===== config.mk =====
export PLATFORM = sky130hd
export DESIGN_NAME = tff_down_counter
export DESIGN_NICKNAME = d
export VERILOG_FILES = /design/src/rtl/tff_down_counter.sv
export SDC_FILE = /design/constraint.sdc
export NUM_CORES = 1
export LEC_CHECK = 0
export CAP_MARGIN = 0
export CORE_AREA = 2 2 39 41
export DETAILED_ROUTE_END_ITERATION = 10
export DIE_AREA = 0 0 41 43
export SLEW_MARGIN = 15
export SYNTH_ARGS = -nofsm -noshare
export SYNTH_HDL_FRONTEND = slang
export SYNTH_SLANG_ARGS = --single-unit

===== constraint.sdc =====
create_clock -name clk -period 1.3 [get_ports clk]
set_input_delay 0.39 -clock clk [delete_from_list [all_inputs] [get_ports clk]]
set_output_delay 0.39 -clock clk [all_outputs]
set_load 0.005 [all_outputs]

===== src/rtl/tff_down_counter.sv =====
// -----------------------------------------------------------------------------
// tff_down_counter
//
// Loadable, parameterized binary down-counter clocked on the falling edge of
// clk. Counts from a loaded start value to zero, pulses underflow when the
// count wraps out of zero, and either stops (one-shot) or reloads the captured
// start value and keeps running (periodic timer / divider).
//
// Handshake/strobe semantics: load and en are level-sampled strobes. Whatever
// value they hold at a falling clk edge takes effect at that edge; there is no
// back-pressure. load has priority over counting, and en is ignored on a load
// edge.
//
// Ports:
//   clk          in   1      counter clock, all state changes on negedge
//   reset        in   1      asynchronous active-low reset
//   load         in   1      synchronous load strobe
//   load_val     in   WIDTH  start/reload value captured on load
//   en           in   1      count enable
//   auto_reload  in   1      1 = reload at underflow, 0 = stop at underflow
//   count_out    out  WIDTH  registered counter value
//   zero         out  1      combinational, count_out == 0
//   underflow    out  1      registered one-cycle wrap pulse
//   busy         out  1      FSM state: 1 while RUN, 0 while IDLE
// -----------------------------------------------------------------------------
module tff_down_counter #(
    parameter int WIDTH = 3
) (
    input  logic             clk,
    input  logic             reset,
    input  logic             load,
    input  logic [WIDTH-1:0] load_val,
    input  logic             en,
    input  logic             auto_reload,
    output logic [WIDTH-1:0] count_out,
    output logic             zero,
    output logic             underflow,
    output logic             busy
);

    typedef enum logic {
        IDLE = 1'b0,
        RUN  = 1'b1
    } state_t;

    state_t             state_q, state_d;
    logic [WIDTH-1:0]   count_q, count_d;
    logic [WIDTH-1:0]   reload_q, reload_d;
    logic               underflow_q, underflow_d;

    // State register: falling-edge clocked, asynchronous active-low clear.
    always_ff @(negedge clk or negedge reset) begin
        if (!reset) begin
            state_q     <= IDLE;
            count_q     <= '0;
            reload_q    <= '0;
            underflow_q <= 1'b0;
        end else begin
            state_q     <= state_d;
            count_q     <= count_d;
            reload_q    <= reload_d;
            underflow_q <= underflow_d;
        end
    end

    // Next-state logic. Priority: load > count. The underflow pulse only
    // exists on a wrap edge, so it defaults low every other edge.
    always_comb begin
        state_d     = state_q;
        count_d     = count_q;
        reload_d    = reload_q;
        underflow_d = 1'b0;

        if (load) begin
            reload_d = load_val;
            count_d  = load_val;
            // A zero start value has nothing to count, so it parks in IDLE.
            state_d  = (load_val != '0) ? RUN : IDLE;
        end else if (state_q == RUN && en) begin
            if (count_q != '0) begin
                count_d = count_q - WIDTH'(1);
            end else begin
                // Wrap out of zero: auto_reload is only consulted here.
                underflow_d = 1'b1;
                if (auto_reload) begin
                    count_d = reload_q;
                end else begin
                    count_d = '0;
                    state_d = IDLE;
                end
            end
        end
    end

    // Output logic.
    always_comb begin
        count_out = count_q;
        zero      = (count_q == '0);
        underflow = underflow_q;
        busy      = (state_q == RUN);
    end

endmodule

== Word level (Yosys, flattened, before mapping) ==
Index checks and enable logic that the tools add are counted.
Word-level totals
  input bits: 8
  output and inout bits: 6
  register bits: 8
Cells by class
  equal/unequal tests: 2
  muxes and demuxes: 12
  add/sub/neg operators: 1
  reductions and logical operators: 6
Operator list (count)
  2-to-1 mux 3 bit: 4
  2-to-1 mux 1 bit: 8
  nonzero test 3 bit: 2
  != test 2 bit (second input constant): 2
  zero test 3 bit: 1
  AND reduction 3 bit: 1
  subtractor 3 x 1 -> 3 bit (second input constant): 1
  nonzero test 2 bit: 1
  logical AND 1 bit: 1

== Logic depth before layout (Yosys ltp) ==
  depth after elaboration: 4
  mapped depth: 5

==> metrics.cfg <==
[setup_path]
cpMostUsedCell=inv_2
critical-path-top-delay-family=flip-flops
critical_path_arrival_ns=1.78
ff2ff_path_depth=6
reg2reg_from=count_out[0]$_DFFE_NN0P_
path_class=flop to output port
critPathLaunchType=flop
endpoint_kind=output port
cpPeakStageDelay_ns=0.43
crit_path_cell_trace=inv_2 > ha_4 > nand2b_4 > inv_2 > buf_6
critPathMaxFanout=2
worst_path_max_delay_cell=dfrtn_1
critPathBufInv=3
r2r-end=count_out[0]$_DFFE_NN0P_
rrSetupSlack_ns=-0.17
cp.required_ns=0.91

[floorplanning]
fp.dieW_um=41
fp.dieH_um=43
core.rowCount=14
coreArea_um2=1380
die_area_um2=1760
pin_count=14
start_util_pct=32.5

[routing]
wl_um=1440
drtIter0Drc=14
post-route-drc-count=0
first_pass_iters=4
drtAntennaViolNets=0
vias_per_cell=5.04
num_vias=499
wl_per_cell_um=14.5

[power]
ir_drop_uv=670
leakagePower_uw=0.000455
powerDensity_nw_per_um2=957

[clock_tree]
cts_buffers=3
htreeDepth=1
cts.path.max_buffers=2
cts.hold.buffers_added=0
cts_tree=yes
clk_pin_slew_ns=0.04
insertion_delay_ns=0.27
cts.sinks=8
clockRootBuffer=clkbuf_4

[finish]
drive_gt1_share_pct=75.9
final-instance-count-excl-fill=99
syn_to_final_growth_pct=111
nets=95
n_antenna_cell=0

[synth]
synthMuxAreaShare_pct=2.51
synth_fa_ha_area_share_pct=5.57
synth_top_family_by_area=compound AO/OA/AOI/OAI gates
yosysTopAreaCell=dfrtn_1
ys_warn_count=0
syn_inst=45
synth_seq_cells=8
syn_area_per_cell_um2=9.98
synthXorXnorAreaFrac_pct=0
synth-seq-area-share_pct=44.6
synth-compound-area-share_pct=23.1
netlist_area_um2=449
synth_top_area_share_pct=44.6
netlist-cell-type-count=24
postSynth.asyncResetShare_pct=100
synth_enable_flop_cells=0
synth_nets=55
synthTopCellsByArea=dfrtn_1 45%, ha_1 5.6%, inv_1 5.0%, o41ai_2 3.6%, o21ai_1 3.3%
synth_ff_type=dfrtn_1
synthSimpleGateAreaFrac_pct=18.1

[min_path]
hold_start=reload_q[1]$_DFFE_NN0P_
hold_path_end=reload_q[1]$_DFFE_NN0P_
holdPathStages=2
hold_class=flop to flop

[global_route]
grt_overflow=0
grt_usage_pct=20.4
antenna_found_initial=0
grt_max_degree=9
grt_pass1_vias=519
grt_pass1_wl_um=2300

[sta]
fin_skew_ns=0.00757
rsz0062_at_grt=true
worstMarginPinSlew_ns=0.232
relSlewSlack_pct=84.4
slew_viol_final=0
hold_viol=0
setup_viol=11
layout_setup_ws_ns=-0.868

[place]
placed_cells=89
gp_congestion=0.807
io_buffers=13
dpl.hpwl_um=1010
dp_slack_ns=-0.935

[job]
drv_cap=0

[outcome]
status=finished with violations
violations=negative setup slack

==> cells in the final DEF (no fill, tap or decap), types with 2 or more instances in the layout <==
cell type,n
buf_4,16
o41ai_2,2
o21ai_2,3
nand2b_4,2
dfrtn_1,8
buf_6,10
inv_2,3
clkbuf_4,3
ha_4,2
nand2_4,3
a22oi_2,2
buf_8,3
inv_1,3
buf_2,4
==> per-stage QoR <==
step	TNS, ns	util [%]	hold WS, ns	cell area (um^2)	total power (uW)
detailed placement	-11.77	55.3	0.482	766	603
global placement	-11.66	55.3	0.481	766	599
CTS	-4.57	64.4	0.493	891	875
floorplan	-2.89	-	0.443	503	431
finish	-4.62	68.5	0.480	948	908
global route	-5.05	68.5	0.530	948	969
==> how the worst max path moves through the flow <==
| stage | from | to | depth (start not counted) |
|---|---|---|---|
| after floorplan | count_out[0]$_DFFE_NN0P_ | zero | 4 |
| after global placement | count_out[1]$_DFFE_NN0P_ | zero | 5 |
| after detailed placement | count_out[1]$_DFFE_NN0P_ | zero | 5 |
| after CTS | count_out[0]$_DFFE_NN0P_ | zero | 5 |
| after global routing | count_out[0]$_DFFE_NN0P_ | zero | 5 |
| final | count_out[0]$_DFFE_NN0P_ | zero | 5 |
==> flip-flops by register name, indices dropped and copies added, names as in the netlist <==
| name | count |
|---|---|
| count_out | 3 |
| reload_q | 3 |
| busy | 1 |
| underflow | 1 |
==> area by class of cell <==
type / count / area (um^2)
fillers: 121 / 435
multi-input cells: 30 / 350
repair buffers: 36 / 333
flip-flops and latches: 8 / 200
clock buffers: 3 / 22.5
inverters: 6 / 22.5
well taps: 16 / 20.0
==> cell usage after synthesis (all sizes together), types with 2 or more instances <==
cell and n:
a21oi 2, a22oi 2, dfrtn 8, ha 2
inv 6, nand2 3, nand2b 2, nand3 2
o21ai 4, o31ai 2, o41ai 2
==> cells by family after synthesis <==
logic type	count (synthesis)
mux	1
simple gates	13
compound gates	14
buf+inv	7
flops	8
fa+ha+maj	2
==> tightest hold or removal path: cells and delay by family (launching register included) <==
| family | cells | cell delay (ns) |
|---|---|---|
| DFF | 1 | 0.40 |
| AOI/OAI and AO/OA | 1 | 0.12 |
| buffers and inverters | 1 | 0.05 |
==> timing repair <==
| item | 4_1_cts | 5_1_grt |
|---|---|---|
| pin swaps | 10 | 7 |
| setup endpoints to repair | 14 | 13 |
| resized for setup | 71 | 11 |
| hold endpoints to repair | 0 | 0 |
| buffers inserted | 4 | 4 |
==> per-layer routing <==
layer  global-route usage (%)  share of wire [%]  wire length [um]
met1                     25.5                 42               608
met2                     29.4                 48               693
met3                     9.42                8.3               119
met4                     8.00                1.2                17
met5                        0                  0                 0
==> report_power, final <==
group | switching (uW) | internal (uW) | leakage, uW
Combinational | 170 | 248 | 0.000344
Sequential | 16.7 | 277 | 0.0000972
Clock | 90.5 | 106 | 0.0000138
(Power assumes the default switching activity.)
